### src/rtl/stopwatch_core.sv
// rtl/stopwatch_core.sv - stopwatch time base: prescaler, BCD mm:ss counter, lap hold
module stopwatch_core #(
    parameter int DIV = 500_000
) (
    input  logic       clk,
    input  logic       reset,
    input  logic [1:0] en,
    input  logic       lap,
    output logic       tick,
    output logic [3:0] sec_lo,
    output logic [2:0] sec_hi,
    output logic [3:0] min_lo,
    output logic [2:0] min_hi,
    output logic [3:0] disp_sec_lo,
    output logic [2:0] disp_sec_hi,
    output logic [3:0] disp_min_lo,
    output logic [2:0] disp_min_hi,
    output logic       lap_active,
    output logic       overflow
);

    localparam int PW = $clog2(DIV);
    localparam logic [PW-1:0] LAST = PW'(DIV - 1);

    localparam logic [1:0] MODE_RUN   = 2'b01;
    localparam logic [1:0] MODE_PAUSE = 2'b10;

    logic [PW-1:0] presc;

    logic [3:0] hold_sec_lo;
    logic [2:0] hold_sec_hi;
    logic [3:0] hold_min_lo;
    logic [2:0] hold_min_hi;

    logic [3:0] nxt_sec_lo;
    logic [2:0] nxt_sec_hi;
    logic [3:0] nxt_min_lo;
    logic [2:0] nxt_min_hi;
    logic       nxt_wrap;

    logic second_due;
    logic counting;

    assign second_due = (presc == LAST);
    assign counting   = (en == MODE_RUN) || (en == MODE_PAUSE);

    // One-second BCD increment of the live time, rippling carries upward
    always_comb begin
        nxt_sec_lo = sec_lo;
        nxt_sec_hi = sec_hi;
        nxt_min_lo = min_lo;
        nxt_min_hi = min_hi;
        nxt_wrap   = 1'b0;
        if (sec_lo == 4'd9) begin
            nxt_sec_lo = 4'd0;
            if (sec_hi == 3'd5) begin
                nxt_sec_hi = 3'd0;
                if (min_lo == 4'd9) begin
                    nxt_min_lo = 4'd0;
                    if (min_hi == 3'd5) begin
                        nxt_min_hi = 3'd0;
                        nxt_wrap   = 1'b1;
                    end else begin
                        nxt_min_hi = min_hi + 3'd1;
                    end
                end else begin
                    nxt_min_lo = min_lo + 4'd1;
                end
            end else begin
                nxt_sec_hi = sec_hi + 3'd1;
            end
        end else begin
            nxt_sec_lo = sec_lo + 4'd1;
        end
    end

    // Prescaler, live time, tick and overflow; clear wins over a due increment
    always_ff @(posedge clk or negedge reset) begin
        if (!reset) begin
            presc    <= '0;
            sec_lo   <= 4'd0;
            sec_hi   <= 3'd0;
            min_lo   <= 4'd0;
            min_hi   <= 3'd0;
            tick     <= 1'b0;
            overflow <= 1'b0;
        end else if (en == MODE_RUN) begin
            if (second_due) begin
                presc    <= '0;
                sec_lo   <= nxt_sec_lo;
                sec_hi   <= nxt_sec_hi;
                min_lo   <= nxt_min_lo;
                min_hi   <= nxt_min_hi;
                tick     <= 1'b1;
                overflow <= overflow | nxt_wrap;
            end else begin
                presc <= presc + 1'b1;
                tick  <= 1'b0;
            end
        end else if (en == MODE_PAUSE) begin
            tick <= 1'b0;
        end else begin
            presc    <= '0;
            sec_lo   <= 4'd0;
            sec_hi   <= 3'd0;
            min_lo   <= 4'd0;
            min_hi   <= 3'd0;
            tick     <= 1'b0;
            overflow <= 1'b0;
        end
    end

    // Lap hold: a pulse toggles the freeze; capture takes the pre-increment live value
    always_ff @(posedge clk or negedge reset) begin
        if (!reset) begin
            hold_sec_lo <= 4'd0;
            hold_sec_hi <= 3'd0;
            hold_min_lo <= 4'd0;
            hold_min_hi <= 3'd0;
            lap_active  <= 1'b0;
        end else if (counting) begin
            if (lap) begin
                if (!lap_active) begin
                    hold_sec_lo <= sec_lo;
                    hold_sec_hi <= sec_hi;
                    hold_min_lo <= min_lo;
                    hold_min_hi <= min_hi;
                    lap_active  <= 1'b1;
                end else begin
                    lap_active <= 1'b0;
                end
            end
        end else begin
            hold_sec_lo <= 4'd0;
            hold_sec_hi <= 3'd0;
            hold_min_lo <= 4'd0;
            hold_min_hi <= 3'd0;
            lap_active  <= 1'b0;
        end
    end

    // Display path follows live time unless a lap capture is being shown
    always_comb begin
        disp_sec_lo = sec_lo;
        disp_sec_hi = sec_hi;
        disp_min_lo = min_lo;
        disp_min_hi = min_hi;
        if (lap_active) begin
            disp_sec_lo = hold_sec_lo;
            disp_sec_hi = hold_sec_hi;
            disp_min_lo = hold_min_lo;
            disp_min_hi = hold_min_hi;
        end
    end

endmodule

### config.mk
export PLATFORM = sky130hd
export DESIGN_NAME = stopwatch_core
export DESIGN_NICKNAME = d
export VERILOG_FILES = /design/src/rtl/stopwatch_core.sv
export SDC_FILE = /design/constraint.sdc
export NUM_CORES = 1
export LEC_CHECK = 0
export BUFFER_PORTS_ARGS = -buffer_cell sky130_fd_sc_hd__buf_4
export CORE_ASPECT_RATIO = 0.9
export CORE_MARGIN = 4
export CORE_UTILIZATION = 52
export CTS_CLUSTER_SIZE = 10
export DETAILED_ROUTE_END_ITERATION = 7
export GPL_TIMING_DRIVEN = 0
export PLACE_DENSITY = 0.76
export SYNTH_ARGS = -nofsm -noshare
export SYNTH_HDL_FRONTEND = slang
export SYNTH_SLANG_ARGS = --single-unit
### constraint.sdc
create_clock -name clk -period 1.94 [get_ports clk]
set_input_delay 0.291 -clock clk [delete_from_list [all_inputs] [get_ports clk]]
set_output_delay 0.291 -clock clk [all_outputs]
set_load 0.1 [all_outputs]
Yosys cells after proc, flatten, opt, wreduce, memory -nomap -nowiden
Index checks and enable logic that the tools add are counted.
{"block": "word_totals", "word_cells": 83, "register_bits": 50}
{"block": "op_classes", "n_eq_ne": 13, "n_mux": 47, "reduce_logical": 5, "addsub": 5, "bitwise": 1}
{"op": "$mux W4", "count": 15}
{"op": "$mux W19", "count": 3}
{"op": "$mux W3", "count": 17}
{"op": "$add A19 B1 Y19 const B", "count": 1}
{"op": "$eq A19 B19 Y1 const B", "count": 1}
{"op": "$mux W1", "count": 12}
{"op": "$add A4 B1 Y4 const B", "count": 2}
{"op": "$eq A4 B4 Y1 const B", "count": 2}
{"op": "$add A3 B1 Y3 const B", "count": 2}
{"op": "$eq A3 B3 Y1 const B", "count": 2}
{"op": "$ne A2 B1 Y1 const B", "count": 3}
{"op": "$ne A2 B2 Y1 const B", "count": 3}
{"op": "$reduce_and A5 Y1", "count": 1}
{"op": "$reduce_and A4 Y1", "count": 1}
{"op": "$reduce_and A3 Y1", "count": 1}
{"op": "$eq A2 B1 Y1 const B", "count": 1}
{"op": "$eq A2 B2 Y1 const B", "count": 1}
{"op": "$reduce_and A2 Y1", "count": 1}
{"op": "$logic_or A1 B1 Y1", "count": 1}
{"op": "$or A1 B1 Y1", "count": 1}

Depth between registers and ports, before layout
Gate-level depths: netlist of the first run.
{"block": "logic_depth", "word_depth": 8, "mapped_depth": 8, "mapped_depth_nobuf": 7}

Least setup slack after synthesis of the first run
Ideal clock, no wire load.
{"block": "synth_timing", "path_kind": "register to register", "start": "register lap_active", "end": "register hold_min_lo[1]", "slack_ps": -1985, "stages_incl_launch_ff": 6, "required_ps": 1857, "n_path_buf": 2, "arrival_ps": 3842, "setup_ps": 83, "path_cell_list": "dfrtp_1 -> clkbuf_1 -> clkbuf_1 -> o21ai_0 -> mux2i_1 -> nor2_1"}
{"block": "synth_between", "elab_chain_len": 3}
{"element": "start, declared", "line_no": "18", "text": "output logic lap_active,"}
{"element": "start signal, assigned", "line_no": "120", "text": "lap_active <= 1'b0;"}
{"element": "start signal, assigned", "line_no": "128", "text": "lap_active <= 1'b1;"}
{"element": "start signal, assigned", "line_no": "130", "text": "lap_active <= 1'b0;"}
{"element": "$mux W4"}
{"element": "via disp_min_lo[1]", "line_no": "16", "text": "output logic [3:0] disp_min_lo,"}
{"element": "$mux W4 (2 in series)"}
{"element": "end signal, assigned", "line_no": "126", "text": "hold_min_lo <= min_lo;"}
{"element": "end, declared", "line_no": "32", "text": "logic [3:0] hold_min_lo;"}
The timed path passes the listed nets, and every way through them passes these cells. The select of a mux whose other input is x is not followed.
A chain may end at the register's enable or synchronous reset.

Worst setup path in the final report of the first run
{"block": "layout_timing", "start": "register sec_lo[1]", "end": "register min_lo[2]"}
{"block": "layout_between", "elab_chain_len": 3}
{"element": "start, declared", "line_no": "10", "text": "output logic [3:0] sec_lo,"}
{"element": "start signal, assigned", "line_no": "90", "text": "sec_lo <= nxt_sec_lo;"}
{"element": "$eq A4 B4 Y1", "line_no": "54", "text": "if (sec_lo == 4'd9) begin"}
{"element": "$ne A2 B1 Y1 (no line)"}
{"element": "$reduce_and A4 Y1 (no line)"}
{"element": "end signal, assigned", "line_no": "92", "text": "min_lo <= nxt_min_lo;"}
{"element": "end, declared", "line_no": "12", "text": "output logic [3:0] min_lo,"}
No other way between the ends.

==> metrics.csv, run 1 <==
stage;metric;value;unit
floorplanning;area of the core;5260;sq um
global_route;first-pass GRT wire length;11000;microns
sta;period utilization;97.7;%
clocking;TritonCTS clock tree;yes;
cells_and_area;Area Overhead vs Synth;24.0;%
pwr;Pleak;1.59;nW
flow_run;MaxCap Viol Count;0;
cells_and_area;nets;349;
floorplanning;Die X;85.6;microns
drt;drt first pass iters;4;
synth;count of cell types in the netlist;46;
sta;Fmax;0.527;GHz
placement;worst slack, placed;-164;ps
synth;Synth Warn #;0;
cells_and_area;Final Instance Area;3500;sq um
synth;cells after synthesis;288;
sta;final slew viol count;0;
clocking;root buffer cell;clkbuf_8;
global_route;initial antenna violation count;0;
floorplanning;FP Rows;25;
critical_path;CP Max Fanout;4;
pwr;VDD IR max;0.368;mV
drt;vias;2331;
sta;RSZ-0062 raised after global routing;true;
critical_path;CP Data Required Time;2140;ps
floorplanning;Die Y;77.9;microns
sta;max_slew headroom;50.5;%
placement;Port Buffers;34;
floorplanning;initial core utilization;53.7;%
critical_path;arrival time at the worst endpoint;2100;ps
cells_and_area;Antenna diodes;0;
drt;Post-DRT Antenna Nets;0;
sta;PnR worst setup slack;44.0;ps
sta;final hold violations;0;
drt;number of remaining DRC errors;0;
pwr;final total power;2.16;mW
placement;Post-DP Area;3280;sq um
cells_and_area;fin cells;405;
sta;Setup Skew;10.1;ps
placement;RD Place Congestion;0.843;
synth;sequential area share after synthesis;44.4;%
clocking;clock-pin slew of the registers on the worst-case setup and hold paths;90;ps
drt;Post-Route WL;6550;microns
drt;DR WL/cell;16.2;microns
placement;placed insts;389;
synth;number of synthesized flops with an enable pin;0;
critical_path;CP startpoint kind;register;
synth;asr flop ratio synth;100;%
global_route;gr usage total;20.2;%
synth;top_reg_cell synth;dfrtp_1;
clocking;cts bufs inserted;5;
critical_path;Setup Crit Path Kind;register to register;
sta;TNS Setup;0;ps
global_route;vias in the first global route;2225;
placement;post-DP HPWL;4620;microns
floorplanning;Ports;36;
global_route;gr ovfl total;0;
floorplanning;overall die area;6670;sq um
global_route;largest net degree at the start of global routing;51;
clocking;total clock sinks;50;
critical_path;Setup crit end kind;register;
pwr;Power Density;616;nW/um^2
clocking;H-tree lvl count;2;
drt;Vias/cell;5.76;
synth;post-synthesis register bit count;50;
clocking;worst skew pair latency;300;ps
synth;Net Count, Synth;300;
sta;Final setup violation count;0;
synth;synthesized area;2820;sq um
synth;syn_area_per_cell;9.79;sq um
hold_path;hold crit path type;input port to async pin;
run_status;status;finished, final reports clean;
sta;Worst-Margin Slew;743;ps
clocking;CTS max path bufs;2;
drt;Iter 0 DRT Violations;128;
sta;Tmin final;1900;ps
cells_and_area;layout cells sized above 1;30.8;%
synthesized netlist by cell type, types with 2 or more instances:
cell,count,share of area [%]
ha_1,7,3.1
dfrtp_1,50,44
and4_1,2,0.62
o21ai_0,15,2.7
or4_1,3,0.80
nor4_2,2,0.89
nor3_1,7,1.2
buf_2,4,0.71
o21ai_1,6,1.1
nand3_1,17,3.0
buf_1,3,0.40
nand2_1,21,2.8
mux2i_1,19,6.7
a21oi_1,5,0.89
inv_1,10,1.3
nor3b_1,2,0.53
o211ai_1,2,0.53
nand2b_1,4,0.89
a21o_1,2,0.53
nor4_4,2,1.5
nand4_1,6,1.3
xor2_1,6,1.9
nor2_1,37,4.9
nor4b_2,2,1.1
xnor2_1,7,2.2
mux2_2,11,4.4
or3_1,3,0.67
o31ai_1,3,0.80
a31oi_1,2,0.44
and3_1,7,1.6
clkbuf_1,5,0.67
and4bb_1,2,0.89
worst max-delay path, stage by stage, from the launching register on:
cell and delay, ps:
dfrtp_4 510, inv_4 80, ha_4 140, nand4b_4 120, or2_4 260, nor4_4 340, a211oi_1 130, a41o_1 210
logic make-up after synthesis:
group           after synthesis  synth area share, %
simple gates                125                 25.1
xor+xnor                     13                 4.04
buf+inv                      22                 3.11
compound gates               40                 8.74
mux                          31                 11.5
flops                        50                 44.4
fa+ha+maj                     7                 3.11
path summary, 6_finish.rpt:
kind | from | endpoint | slack [ps] | depth (start not counted)
min reg2reg | overflow | overflow | 510 | 2
max reg2reg | sec_lo[1] | min_lo[2] | 40 | 7
min in group clk | en[1] | hold_min_lo[0] | 420 | 3
max | sec_lo[1] | min_lo[2] | 40 | 7
max in group asynchronous | reset | sec_lo[0] | 1460 | 1
min | reset | min_lo[0] | 2 | 1
power breakdown:
| part | internal (mW) | switching [mW] | total, mW | leakage (nW) |
|---|---|---|---|---|
| Combinational | 0.123 | 0.321 | 0.444 | 0.875 |
| Clock | 0.291 | 0.329 | 0.621 | 0.0455 |
| Sequential | 1.07 | 0.0260 | 1.09 | 0.666 |
timing repair:
| item | in CTS | in global routing |
|---|---|---|
| gates cloned | 0 | 0 |
| hold buffers | 0 | 0 |
| pin swaps | 1 | 6 |
| setup endpoints to repair | 13 | 16 |
| gates resized for setup | 5 | 15 |
| buffers inserted | 2 | 7 |
through the flow:
step | hold WS [ps] | utilization [%]
after floorplan | -4.59 | -
after global placement | 351 | 62.4
after detailed placement | 354 | 62.4
after CTS | 27.0 | 64.5
after global routing | 44.1 | 66.5
final | 1.87 | 66.5
per-layer routing:
layer	vias to the layer above	GRT usage, %	wire length, microns
met3	7	3.61	271
met1	1153	29.2	3050
met5	-	0	0
li1	1122	-	-
met2	49	32.2	3190
met4	0	3.64	42
layout by cell type, fill, tap and decap left out, types with 2 or more instances in the layout:
cell	n
mux2_2	10
dfrtp_4	3
and3_1	6
o21ai_0	10
ha_4	2
dfrtp_1	33
o31ai_1	2
or3_1	2
a21o_1	2
xnor2_1	7
nand2_1	21
clkbuf_1	5
clkbuf_8	6
nor3b_1	2
a21oi_1	5
o21ai_4	4
nand2b_1	4
or4_1	3
nor3_1	7
buf_1	2
xor2_1	6
nand4_1	6
and4_1	2
nand3_1	17
and4bb_1	2
o211ai_1	2
nor4_4	3
dfrtp_2	14
a31oi_1	2
ha_1	5
buf_8	2
nor2_1	37
mux2i_1	19
buf_2	2
buf_4	42
inv_1	9
o21ai_1	7
area by class of cell:
cell class / count / area, sq um
plain buffers: 11 / 63.8
clock buffers: 8 / 90.1
fillers: 436 / 1760
inverters: 10 / 40.0
multi-input cells: 216 / 1600
flip-flops and latches: 50 / 1280
well taps: 67 / 83.8
repair buffers: 43 / 334
sequential cells by signal, indices dropped and copies added, names as in the netlist:
| signal | count |
|---|---|
| hold_min_hi | 3 |
| min_hi | 3 |
| sec_lo | 4 |
| lap_active | 1 |
| hold_min_lo | 4 |
| tick | 1 |
| hold_sec_hi | 3 |
| overflow | 1 |
| presc | 19 |
| sec_hi | 3 |
| min_lo | 4 |
| hold_sec_lo | 4 |
Power figures use the tool's default switching activity.
==> inputs of run 2 (changes only) <==
Settings changed: SETUP_SLACK_MARGIN set to 0.5.
==> metrics.csv, run 2 (same netlist as run 1, synthesis figures left out) <==
stage;metric;value;unit
sta;PnR worst setup slack;-2.01;ps
clocking;cts hold-fix bufs;0;
clocking;cts bufs inserted;5;
floorplanning;overall die area;6670;sq um
sta;final hold violations;5;
clocking;clock-pin slew of the registers on the worst-case setup and hold paths;100;ps
flow_run;MaxCap Viol Count;0;
critical_path;CP startpoint;sec_lo[1];
critical_path;cell family with most CP delay;simple AND/OR/NAND/NOR gates;
sta;max_slew headroom;57.0;%
floorplanning;Ports;36;
floorplanning;FP Rows;25;
sta;Fmax;0.515;GHz
cells_and_area;Area Overhead vs Synth;48.7;%
floorplanning;Die Y;77.9;microns
global_route;gr usage total;23.2;%
critical_path;CP Data Required Time;2140;ps
sta;Setup Skew;8.97;ps
sta;TNS Setup;-2.01;ps
cells_and_area;nets;375;
pwr;final total power;2.36;mW
clocking;CTS max path bufs;2;
cells_and_area;max reg flops;19;
sta;Tmin final;1940;ps
drt;number of remaining DRC errors;0;
clocking;root buffer cell;clkbuf_8;
critical_path;Setup Crit Path Kind;register to register;
floorplanning;Die X;85.6;microns
drt;Post-DRT Antenna Nets;0;
drt;drt first pass iters;7;
placement;RD Place Congestion;0.817;
sta;Worst-Margin Slew;645;ps
cells_and_area;Most flops, register;presc;
cells_and_area;Antenna diodes;0;
global_route;gr ovfl total;0;
critical_path;Worst Path Buf+Inv;1;
pwr;Pleak;1.81;nW
critical_path;CP startpoint kind;register;
clocking;H-tree lvl count;2;
global_route;first-pass GRT wire length;12200;microns
floorplanning;initial core utilization;53.7;%
drt;Post-Route WL;8420;microns
sta;final slew viol count;0;
drt;Iter 0 DRT Violations;172;
critical_path;reg-to-reg startpoint;sec_lo[1];
clocking;worst skew pair latency;310;ps
critical_path;Worst path slowest cell;dfrtp_4;
run_status;failing checks;hold timing, setup timing;
cells_and_area;most frequent cells in the layout;41 x buf_4, 27 x nor2_1, 25 x dfrtp_1;
critical_path;Setup crit end kind;register;
cells_and_area;layout cells sized above 1;48.6;%
critical_path;cells along the critical path;inv_4, ha_4, nand4b_4, or2_4, nor4_4, a211oi_1, a41o_1;
global_route;largest net degree at the start of global routing;51;
drt;DR WL/cell;19.5;microns
sta;RSZ-0062 raised after global routing;true;
cells_and_area;most common cell after layout, fill and taps aside;buf_4;
global_route;initial antenna violation count;0;
sta;Final setup violation count;1;
pwr;VDD IR max;0.506;mV
critical_path;arrival time at the worst endpoint;2140;ps
critical_path;CP Max Fanout;4;
clocking;TritonCTS clock tree;yes;
run_status;status;complete, but fails checks;
pwr;Power Density;563;nW/um^2
hold_path;hold crit path type;input port to async pin;
placement;Port Buffers;34;
floorplanning;area of the core;5260;sq um
placement;post-DP HPWL;4570;microns
global_route;vias in the first global route;2487;
critical_path;crit-path max cell delay;500;ps
drt;vias;2628;
sta;period utilization;100;%
drt;Vias/cell;6.10;
sta;worst-case hold slack;-6.16;ps
clocking;total clock sinks;50;
## run 2: area by class of cell
| class | instances | area [sq um] |
|---|---|---|
| Tap cell | 67 | 83.8 |
| Clock inverter | 1 | 5.00 |
| Clock buffer | 7 | 86.3 |
| Multi-Input combinational cell | 216 | 1810 |
| Inverter | 10 | 40.0 |
| Buffer | 12 | 123 |
| Fill cell | 311 | 1060 |
| Sequential cell | 50 | 1290 |
| Timing Repair Buffer | 68 | 758 |
## run 2: power by group
group | internal (mW) | switching [mW] | leakage [nW] | total (mW)
combinational | 0.244 | 0.381 | 1.11 | 0.625
sequential | 1.07 | 0.0261 | 0.653 | 1.09
clock | 0.289 | 0.357 | 0.0482 | 0.646
## run 2: repair_timing
| action | CTS | global route |
|---|---|---|
| resized for setup | 57 | 55 |
| cloned | 3 | 0 |
| endpoints found under the setup margin | 47 | 63 |
| pin swaps | 18 | 12 |
| hold endpoints to repair | 0 | 0 |
| buffers inserted | 23 | 8 |
## run 2: worst paths after layout
path | endpoint | slack [ps] | depth (start not counted)
max in group asynchronous | lap_active | 1450 | 1
max reg2reg | min_lo[2] | -2 | 7
min in group clk | hold_min_lo[0] | 390 | 3
min reg2reg | hold_sec_lo[1] | 530 | 2
min | hold_min_lo[1] | -6 | 1
max | min_lo[2] | -2 | 7
## run 2: metal layers
metal | global-route usage [%] | wire length, microns | share of wire [%]
met3 | 4.03 | 415 | 4.9
met4 | 6.33 | 178 | 2.1
met2 | 38.8 | 4310 | 51
met1 | 30.9 | 3510 | 42
met5 | 0 | 0 | 0
## run 2: per-stage QoR
stage / instance area, sq um / std cells / util [%] / setup WS (ps)
floorplan: 3060 / 288 / - / 40.5
global placement: 3400 / 389 / 64.7 / -4.16
global route: 4190 / 431 / 79.8 / -94.5
CTS: 3930 / 423 / 74.7 / 24.8
detailed placement: 3400 / 389 / 64.7 / -69.0
finish: 4190 / 431 / 79.8 / -2.01
## run 2: worst reg2reg max path, stage by stage, from the launching register on
cell and delay [ps]:
dfrtp_4 500, inv_4 70, ha_4 140, nand4b_4 140, or2_4 270, nor4_4 370, a211oi_1 130, a41o_1 210
==> inputs of run 3 (changes only) <==
Settings changed: ABC_AREA set to 0, GPL_TIMING_DRIVEN 0 to not set.
==> metrics.csv, run 3 (same netlist as run 1, synthesis figures left out) <==
stage;metric;value;unit
run_status;status;complete, but fails checks;
run_status;failing checks;hold timing;
drt;Post-Route WL;7800;microns
critical_path;CP Max Fanout;4;
drt;Vias/cell;5.88;
floorplanning;Ports;36;
sta;Tmin final;1830;ps
cells_and_area;most common cell after layout, fill and taps aside;buf_4;
sta;Fmax;0.546;GHz
sta;PnR worst setup slack;110;ps
drt;Post-DRT Antenna Nets;0;
clocking;CTS max path bufs;2;
cells_and_area;Antenna diodes;0;
cells_and_area;max reg flops;19;
clocking;clock-pin slew of the registers on the worst-case setup and hold paths;90;ps
sta;Setup Skew;7.04;ps
clocking;total clock sinks;50;
sta;worst-case hold slack;-9.99;ps
cells_and_area;Util after Layout;78.2;%
clocking;H-tree lvl count;2;
clocking;TritonCTS clock tree;yes;
sta;period utilization;94.4;%
cells_and_area;Most flops, register;presc;
sta;Final setup violation count;0;
critical_path;RR Endpoint;presc[5];
critical_path;Setup crit end kind;register;
clocking;worst skew pair latency;310;ps
pwr;Power Density;558;nW/um^2
cells_and_area;Area Overhead vs Synth;45.7;%
floorplanning;Die Y;77.9;microns
global_route;gr usage total;23.0;%
drt;DR WL/cell;18.1;microns
cells_and_area;Final Instance Area;4110;sq um
critical_path;CP startpoint kind;register;
critical_path;arrival time at the worst endpoint;2030;ps
cells_and_area;multi-input combinational cell area;1770;sq um
drt;vias;2540;
pwr;final total power;2.29;mW
floorplanning;FP Rows;25;
global_route;vias in the first global route;2524;
sta;RSZ-0062 raised after global routing;true;
sta;max_slew headroom;57.4;%
placement;Port Buffers;35;
clocking;cts hold-fix bufs;0;
global_route;initial antenna violation count;0;
floorplanning;area of the core;5260;sq um
placement;Post-DP Area;3410;sq um
drt;number of remaining DRC errors;0;
floorplanning;Die X;85.6;microns
drt;drt first pass iters;4;
cells_and_area;nets;376;
sta;final slew viol count;0;
critical_path;reg-to-reg startpoint;presc[14];
critical_path;Setup Crit Path Kind;register to register;
critical_path;Reg2Reg Depth;7;
global_route;first-pass GRT wire length;12200;microns
flow_run;MaxCap Viol Count;0;
critical_path;CP Data Required Time;2140;ps
cells_and_area;most frequent cells in the layout;51 x buf_4, 31 x dfrtp_1, 27 x nor2_1;
clocking;cts bufs inserted;5;
sta;Worst-Margin Slew;638;ps
pwr;Pleak;1.83;nW
floorplanning;overall die area;6670;sq um
pwr;VDD IR max;0.437;mV
critical_path;reg-to-reg slack, setup;110;ps
clocking;root buffer cell;clkbuf_8;
cells_and_area;layout cells sized above 1;46.3;%
cells_and_area;Fillers;301;
global_route;largest net degree at the start of global routing;51;
drt;Iter 0 DRT Violations;159;
placement;post-DP HPWL;4530;microns
global_route;gr ovfl total;0;
cells_and_area;Reg area;1280;sq um
sta;final hold violations;10;
hold_path;hold crit path type;input port to async pin;
placement;worst slack, placed;122;ps
placement;RD Place Congestion;0.818;
floorplanning;initial core utilization;53.7;%
==> run 3: timing repair <==
item                       4_1_cts  5_1_grt
setup buffers                   18       12
setup endpoints to repair       47       50
gates cloned                     1        0
gates resized for setup         51       48
pin swaps                       20       12
==> run 3: final cells by class <==
cell class / instances / share of cell area, %
repair buffers: 81 / 20.7
clock buffers: 8 / 1.95
flip-flops and latches: 50 / 31.3
multi-input cells: 216 / 43.0
well taps: 67 / 2.04
inverters: 10 / 0.974
==> run 3: through the flow <==
stage | std cells | TNS, ps
2_1_floorplan | 288 | 0
3_3_place_gp | 393 | 0
3_5_place_dp | 393 | 0
4_1_cts | 420 | 0
5_1_grt | 432 | -163
6_report | 432 | 0
==> run 3: metal layers <==
metal / GRT usage (%) / part of all wire, % / vias up
li1: - / - / 1177
met1: 31.4 / 43 / 1271
met2: 36.9 / 50 / 69
met3: 4.14 / 4.0 / 23
met4: 7.44 / 2.5 / 0
met5: 0 / 0 / -
==> run 3: worst max path at each step <==
stage / from / to
after floorplan: lap_active / hold_sec_lo[1]
after detailed placement: presc[14] / sec_hi[1]
after global routing: presc[14] / min_lo[2]
after CTS: lap_active / disp_min_lo[3]
final: presc[14] / presc[5]
after global placement: presc[14] / sec_hi[1]
==> run 3: where the power goes <==
part | internal [mW] | switching (mW) | leakage [nW]
clock | 0.257 | 0.349 | 0.0395
combinational | 0.227 | 0.366 | 1.13
sequential | 1.07 | 0.0274 | 0.662
total | 1.55 | 0.743 | 1.83
==> run 3: critical path: stages, from the launching register on <==
cell and delay, ps:
dfrtp_1 440, nor4_4 320, nand4_1 240, buf_4 210, buf_6 120, o21ai_4 200
or4_1 150, o21ai_1 60
